$ cat src/rtl/vga_pattern_gen.sv
`default_nettype none
// ============================================================================
//  Module   : vga_pattern_gen
//  Brief    : VGA raster timing plus four selectable test patterns for a
//             2-bit-per-channel resistor DAC.
//  Revision : 1.0 - initial release
// ============================================================================
module vga_pattern_gen #(
    parameter int H_ACTIVE = 640,
    parameter int H_FP     = 16,
    parameter int H_SYNC   = 96,
    parameter int H_BP     = 48,
    parameter int V_ACTIVE = 480,
    parameter int V_FP     = 10,
    parameter int V_SYNC   = 2,
    parameter int V_BP     = 33,
    parameter int BAR_W    = 80,
    parameter bit SYNC_POL = 1'b0
) (
    input  logic       clk,
    input  logic       rst,
    input  logic [1:0] mode,
    output logic [1:0] r,
    output logic [1:0] g,
    output logic [1:0] b,
    output logic       hsync,
    output logic       vsync,
    output logic       active,
    output logic       frame_start
);

    localparam int H_TOTAL = H_ACTIVE + H_FP + H_SYNC + H_BP;
    localparam int V_TOTAL = V_ACTIVE + V_FP + V_SYNC + V_BP;
    localparam int HW      = $clog2(H_TOTAL);
    localparam int VW      = $clog2(V_TOTAL);
    localparam int BW      = $clog2(BAR_W + 1);

    localparam logic [HW-1:0] c_H_LAST   = HW'(H_TOTAL - 1);
    localparam logic [VW-1:0] c_V_LAST   = VW'(V_TOTAL - 1);
    localparam logic [BW-1:0] c_SUB_LAST = BW'(BAR_W - 1);

    // Decode boundaries kept at 32 bits so a zero porch cannot wrap them.
    localparam logic [31:0] c_H_ACT    = 32'(H_ACTIVE);
    localparam logic [31:0] c_HS_BEG   = 32'(H_ACTIVE + H_FP);
    localparam logic [31:0] c_HS_END   = 32'(H_ACTIVE + H_FP + H_SYNC);
    localparam logic [31:0] c_V_ACT    = 32'(V_ACTIVE);
    localparam logic [31:0] c_VS_BEG   = 32'(V_ACTIVE + V_FP);
    localparam logic [31:0] c_VS_END   = 32'(V_ACTIVE + V_FP + V_SYNC);

    logic [HW-1:0] r_hcnt;
    logic [VW-1:0] r_vcnt;
    logic [2:0]    r_bar;
    logic [BW-1:0] r_bar_sub;
    logic [1:0]    r_mode_q;

    logic [31:0]   w_hc;
    logic [31:0]   w_vc;
    logic          w_h_wrap;
    logic          w_v_wrap;
    logic          w_origin;
    logic          w_vis;
    logic          w_hs;
    logic          w_vs;
    logic [1:0]    w_mode;
    logic [1:0]    w_r;
    logic [1:0]    w_g;
    logic [1:0]    w_b;

    assign w_hc     = 32'(r_hcnt);
    assign w_vc     = 32'(r_vcnt);
    assign w_h_wrap = (r_hcnt == c_H_LAST);
    assign w_v_wrap = (r_vcnt == c_V_LAST);
    assign w_origin = (r_hcnt == '0) && (r_vcnt == '0);
    assign w_vis    = (w_hc < c_H_ACT) && (w_vc < c_V_ACT);
    assign w_hs     = (w_hc >= c_HS_BEG) && (w_hc < c_HS_END);
    assign w_vs     = (w_vc >= c_VS_BEG) && (w_vc < c_VS_END);

    // Pixel (0,0) already uses the mode being latched on that same cycle.
    assign w_mode   = w_origin ? mode : r_mode_q;

    always_comb begin
        w_r = 2'd0;
        w_g = 2'd0;
        w_b = 2'd0;
        unique case (w_mode)
            2'd0: begin
                w_r = r_bar[2] ? 2'd3 : r_bar[1:0];
                w_g = w_r;
                w_b = w_r;
            end
            2'd1: begin
                w_r = {r_bar[2], r_bar[2]};
                w_g = {r_bar[1], r_bar[1]};
                w_b = {r_bar[0], r_bar[0]};
            end
            2'd2: begin
                w_r = (w_hc[3] ^ w_vc[3]) ? 2'd3 : 2'd0;
                w_g = w_r;
                w_b = w_r;
            end
            default: begin
                w_r = w_vc[1:0];
                w_g = w_r;
                w_b = w_r;
            end
        endcase
    end

    always_ff @(posedge clk) begin
        if (rst) begin
            r_hcnt      <= '0;
            r_vcnt      <= '0;
            r_bar       <= '0;
            r_bar_sub   <= '0;
            r_mode_q    <= 2'd0;
            r           <= 2'd0;
            g           <= 2'd0;
            b           <= 2'd0;
            active      <= 1'b0;
            frame_start <= 1'b0;
            hsync       <= ~SYNC_POL;
            vsync       <= ~SYNC_POL;
        end else begin
            r_hcnt <= w_h_wrap ? '0 : r_hcnt + 1'b1;
            if (w_h_wrap) begin
                r_vcnt <= w_v_wrap ? '0 : r_vcnt + 1'b1;
            end

            // Bar index tracks hcnt / BAR_W without a divider, saturating at 7.
            if (w_h_wrap) begin
                r_bar     <= '0;
                r_bar_sub <= '0;
            end else if (r_bar_sub == c_SUB_LAST) begin
                r_bar_sub <= '0;
                if (r_bar != 3'd7) begin
                    r_bar <= r_bar + 3'd1;
                end
            end else begin
                r_bar_sub <= r_bar_sub + 1'b1;
            end

            if (w_origin) begin
                r_mode_q <= mode;
            end

            r           <= w_vis ? w_r : 2'd0;
            g           <= w_vis ? w_g : 2'd0;
            b           <= w_vis ? w_b : 2'd0;
            active      <= w_vis;
            frame_start <= w_origin;
            hsync       <= w_hs ? SYNC_POL : ~SYNC_POL;
            vsync       <= w_vs ? SYNC_POL : ~SYNC_POL;
        end
    end

endmodule
`default_nettype wire

$ cat config.mk
export PLATFORM = sky130hd
export DESIGN_NAME = vga_pattern_gen
export DESIGN_NICKNAME = d
export VERILOG_FILES = /design/src/rtl/vga_pattern_gen.sv
export SDC_FILE = /design/constraint.sdc
export NUM_CORES = 1
export LEC_CHECK = 0
export CAP_MARGIN = 20
export CORE_ASPECT_RATIO = 0.8
export CORE_MARGIN = 2
export CORE_UTILIZATION = 50
export CTS_BUF_LIST = sky130_fd_sc_hd__clkbuf_8
export DETAILED_ROUTE_END_ITERATION = 10
export PLACE_DENSITY = 0.79
export SETUP_SLACK_MARGIN = 0.15
export SYNTH_ARGS = -nofsm -noshare
export SYNTH_HDL_FRONTEND = slang
export SYNTH_SLANG_ARGS = --single-unit
$ cat constraint.sdc
create_clock -name clk -period 1.9 [get_ports clk]
set_clock_uncertainty 0.05 [all_clocks]
set_input_delay 0.38 -clock clk [delete_from_list [all_inputs] [get_ports clk]]
set_output_delay 0.38 -clock clk [all_outputs]
set_load 0.01 [all_outputs]
* Word level (Yosys, flattened, before mapping)
Index checks and enable logic that the tools add are counted.
** Cells by class
- Add/sub/neg operators :: 4
- Order comparisons :: 6
- Equal/unequal tests :: 6
- Mux-type cells :: 9
- Bitwise operators :: 2
- Reduce and logical (&&, ||, !) cells :: 11
** Operator list (number)
- 10-bit by 1-bit adder with 10-bit output, second input constant :: 2
- 10-bit equality test, second input constant :: 2
- 10-bit zero test :: 2
- 10-bit < comparator, second input constant :: 2
- 10-bit by 9-bit < comparator with 1-bit output, second input constant :: 2
- 2-bit case mux with 3 select lines :: 3
- 10-bit >= comparator, second input constant :: 1
- 10-bit by 9-bit >= comparator with 1-bit output, second input constant :: 1
- 10-bit 2-to-1 mux :: 1
- 7-bit by 1-bit adder with 7-bit output, second input constant :: 1
- 7-bit equality test, second input constant :: 1
- 2-bit 2-to-1 mux :: 3
- 1-bit logical AND :: 4
- 2-bit OR reduction :: 2
- 3-bit by 1-bit adder with 3-bit output, second input constant :: 1
- 3-bit inequality test, second input constant :: 1
- 3-bit OR reduction :: 1
- 2-bit by 1-bit equality test with 1-bit output, second input constant :: 1
- 2-bit equality test, second input constant :: 1
- 2-bit zero test :: 1
- 1-bit 2-to-1 mux :: 2
- 2-bit AND reduction :: 1
- 1-bit NOT :: 1
- 1-bit bitwise XOR :: 1
** Word-level totals
- Bits in registers :: 42
- Input bits :: 4

* Longest topological paths before layout
- Depth after elaboration :: 5
- Depth in mapped cells :: 7

* Worst setup path after synthesis
Ideal clock, no wire load.
- Path kind :: register to register
- Start :: register r_vcnt[9]
- End :: register b[1]
- Arrival :: 1.998 ns
- Path slack :: -0.213 ns
- Stages on the path, launching flop included :: 7
- Path buffers :: 1
- Cell sequence :: dfxtp_1 > clkbuf_1 > or4b_1 > or4_4 > nor4b_4 > o211ai_1 > nand3_1
** Between the ends
- Longest elaborated chain between the ends :: 5
** RTL lines
- start, declared :: line 51 : logic [VW-1:0] r_vcnt;
- start signal, assigned :: line 126 : r_vcnt <= w_v_wrap ? '0 : r_vcnt + 1'b1;
- parallel branches: the longest is 5 deep, another holds 10-bit by 9-bit < comparator with 1-bit output
- end signal, assigned :: line 148 : b <= w_vis ? w_b : 2'd0;
- end, declared :: line 25 : output logic [1:0] b,
Parallel ways; which one is timed is not known.
A chain may end at the register's enable or synchronous reset.

* Worst setup path in the final report
- Start :: register r_vcnt[6]
- End :: register b[0]
The elaborated chain is that of the path after synthesis.

==> flow_summary_export.csv <==
group,metric,value,unit
status,status,"finished, violations left",
status,failed_checks,"setup timing",
worst_setup_path,critPathLaunchType,"flip-flop",
timing,finalHoldViolCount,0,
worst_setup_path,timing.critical_path.cells,"or4_4 > or4_4 > nor4b_4 > o211ai_1 > nand3_1",
floorplan,floorplan.die_area,4470,um2
floorplan,die_w,74.2,um
logic_synthesis,edff_count_synth,0,
logic_synthesis,synth_area_leader_cell,"sky130_fd_sc_hd__dfxtp_1",
grt,number_of_global_route_vias_before_repair,1498,
cells_and_area,final_common_cell,"sky130_fd_sc_hd__dfxtp_1",
grt,grt-ovfl-total,0,
cts,htreeDepth,2,
place,gpl.final_weighted_congestion,0.918,
logic_synthesis,ys.flop_type,"sky130_fd_sc_hd__dfxtp_1",
logic_synthesis,synth-seq-area-share,42.6,%
cts,clock_sinks,42,
logic_synthesis,synth_nets,236,
cells_and_area,final_core_util,68.9,%
floorplan,io_pins,14,
timing,fmax,0.458,GHz
worst_setup_path,capture_point_of_the_worst_reg_to_reg_path,"b[0]",
worst_setup_path,cp_max_fo,5,
cells_and_area,multi_input_area,1190,um2
logic_synthesis,netlist-cell-type-count,39,
power_and_ir_drop,leakagePower,0.00104,uW
floorplan,floorplan.core_area,3800,um2
logic_synthesis,post-synth-top-area-fraction,42.6,%
cts,root_buffer,"sky130_fd_sc_hd__clkbuf_8",
worst_setup_path,worst_ep_required_time,2090,ps
worst_setup_path,critical-path-top-cell-by-count,"sky130_fd_sc_hd__or4_4",
cts,clkLatencyLatePin,300,ps
routing,vias_per_cell,5.40,
cells_and_area,mostFrequentLayoutCells,"sky130_fd_sc_hd__dfxtp_1 (37), sky130_fd_sc_hd__nor2_1 (33), sky130_fd_sc_hd__buf_4 (31)",
routing,dr_wl_cell,14.5,um
logic_synthesis,post_synthesis_register_bit_count,42,
logic_synthesis,syn-cell-area,1970,um2
grt,number_of_antenna_violations_at_the_first_check_in_global_routing,0,
worst_setup_path,critPathKind,"flip-flop to flip-flop",
grt,grt_max_degree,14,
routing,detail_route.wirelength,4.73,mm
routing,num_vias,1762,
cts,tritoncts,"built",
run,max_cap_violations,0,
hold_path,hold_class,"flip-flop to flip-flop",
timing,postLayoutSetupSlackWorst,-282,ps
logic_synthesis,synth_cells,225,
floorplan,start_util,51.9,%
cts,hold_buffers,0,
timing,timing.final.crit_share,115,%
grt,all_layer_gr_usage,21.3,%
floorplan,die_height,60.2,um
timing,rsz0062_at_grt,"true",
cells_and_area,post_route_cells_drive_above_1_share,24.7,%
routing,postRouteAntennaNets,0,
cells_and_area,final-seq-area,847,um2
timing,timing_worst_slew_pin_value,543,ps
worst_setup_path,max_stage_delay,580,ps
floorplan,placement_rows,20,
worst_setup_path,arrival,2370,ps
worst_setup_path,timing.critical_path.from,"r_vcnt[6]",
cells_and_area,num_antenna_cells,0,
logic_synthesis,syn_avg_cell_area,8.77,um2
cells_and_area,num-fill-cells,286,
timing,fin_hold_ws,396,ps
routing,drc_errors,0,
worst_setup_path,endpoint_kind,"flip-flop",
cts,cts_buffer_depth,2,
worst_setup_path,rr_worst_depth,5,
cts,cts_inserted_buffers,5,
power_and_ir_drop,pwr_cell_area,683,nW/um2
cells_and_area,layout-area-overhead-vs-synth,32.8,%
power_and_ir_drop,max-vdd-ir-drop,0.000444,V
worst_setup_path,crit_path_top_delay_cell,"sky130_fd_sc_hd__or4_4",
logic_synthesis,yosys-top-cells-area,"sky130_fd_sc_hd__dfxtp_1 (43%), sky130_fd_sc_hd__nor2_1 (6.7%), sky130_fd_sc_hd__xor2_1 (4.9%), sky130_fd_sc_hd__nand3_1 (4.8%), sky130_fd_sc_hd__ha_1 (4.4%)",
routing,firstDrtPassIters,4,
worst_setup_path,reg2reg_from,"r_vcnt[6]",
place,port-buffer-count,13,
worst_setup_path,rrSetupSlack,-280,ps
logic_synthesis,asyncSetResetFlopFracSynth,0,%
timing,drv_slew,0,
timing,slew_headroom,63.8,%
cts,cts.clk_slew.worst_paths,70,ps
grt,grt_first_pass_wirelength,6.88,mm
worst_setup_path,endpoint,"b[0]",
routing,drt-initial-drc-count,104,
logic_synthesis,ys_warn_count,0,
place,dp_hpwl,3.11,mm
timing,finalSetupViolations,8,
place,place_ws,-247,ps
cells_and_area,layout.nets,282,
timing,period_needed,2180,ps
[worst min-delay path by stage]
stage | cells after the start | end | slack, ps | startpoint
final | 1 | r_bar_sub[0] | 400 | r_bar_sub[0]
after global routing | 1 | r_bar_sub[0] | 440 | r_bar_sub[0]
after CTS | 1 | r_bar_sub[0] | 390 | r_bar_sub[0]
after detailed placement | 1 | r_bar_sub[0] | 380 | r_bar_sub[0]
after global placement | 1 | r_bar_sub[0] | 380 | r_bar_sub[0]
after floorplan | 1 | r_bar_sub[0] | 360 | r_bar_sub[0]
[power breakdown]
group	switching, uW	internal [uW]
Sequential	18.4	899
Clock	297	420
Combinational	77.9	78.0
[per-layer routing]
metal | GRT usage (%) | vias to the layer above | share of wire [%]
met4 | 12.2 | 0 | 2.7
li1 | - | 881 | -
met1 | 26.3 | 817 | 45
met3 | 5.56 | 14 | 4.5
met5 | 0 | - | 0
met2 | 33.5 | 50 | 48
[kinds of logic (layout without fill, tap and decap cells)]
kind of cell    Yosys count  count (layout)  synth area share [%]
buf+inv                  12              58                  2.28
flops                    42              42                  42.6
mux                       1               1                 0.507
simple gates            117             117                  32.0
compound gates           25              25                  8.88
xor+xnor                 21              21                  9.32
fa+ha+maj                 7               7                  4.44
[critical path: cells and delay by family (launching register included)]
| family | cells | cell delay [ps] |
|---|---|---|
| compound gates | 1 | 160 |
| simple gates | 4 | 1590 |
| flops | 1 | 320 |
[sequential cells by signal (all words and copies together) (netlist names)]
register / count
b: 2
r: 2
g: 2
r_bar: 3
r_mode_q: 2
active: 1
r_vcnt: 10
vsync: 1
frame_start: 1
hsync: 1
r_hcnt: 10
r_bar_sub: 7
[Yosys cell counts, types with 3 or more instances]
cell type                  count
sky130_fd_sc_hd__and2_1        3
sky130_fd_sc_hd__nor4_1        4
sky130_fd_sc_hd__xnor2_1      10
sky130_fd_sc_hd__xor2_1       11
sky130_fd_sc_hd__clkbuf_1      7
sky130_fd_sc_hd__o21ai_0       4
sky130_fd_sc_hd__o211ai_1      4
sky130_fd_sc_hd__nand4_1       3
sky130_fd_sc_hd__ha_1          7
sky130_fd_sc_hd__inv_1         5
sky130_fd_sc_hd__a21oi_1      10
sky130_fd_sc_hd__nor3_1        7
sky130_fd_sc_hd__nand2b_1      3
sky130_fd_sc_hd__nor2_1       35
sky130_fd_sc_hd__nand2_1      17
sky130_fd_sc_hd__dfxtp_1      42
sky130_fd_sc_hd__nand3_1      19
sky130_fd_sc_hd__and3_1        6
sky130_fd_sc_hd__or3_1         3
[final cells by class]
type | instances | share of cell area (%)
Inverter | 5 | 0.716
Timing Repair Buffer | 46 | 14.7
Clock buffer | 6 | 3.15
Multi-Input combinational cell | 171 | 45.3
Clock inverter | 1 | 1.15
Tap cell | 55 | 2.63
Sequential cell | 42 | 32.3
[per-stage QoR]
stage	cell area, um2	setup TNS (ps)	cells	power [uW]
final	2620	-1920	326	1790
after CTS	2540	-1830	324	1780
after global placement	2390	-1290	316	1060
after detailed placement	2390	-1500	316	1070
after global routing	2620	-2430	326	1850
after floorplan	2010	-982	225	1010
[what timing repair did]
action | 4_1_cts | 5_1_grt
gates resized for setup | 8 | 16
setup buffers | 1 | 2
endpoints found under the setup margin | 27 | 30
pin swaps | 5 | 8
(Power assumes the default switching activity.)
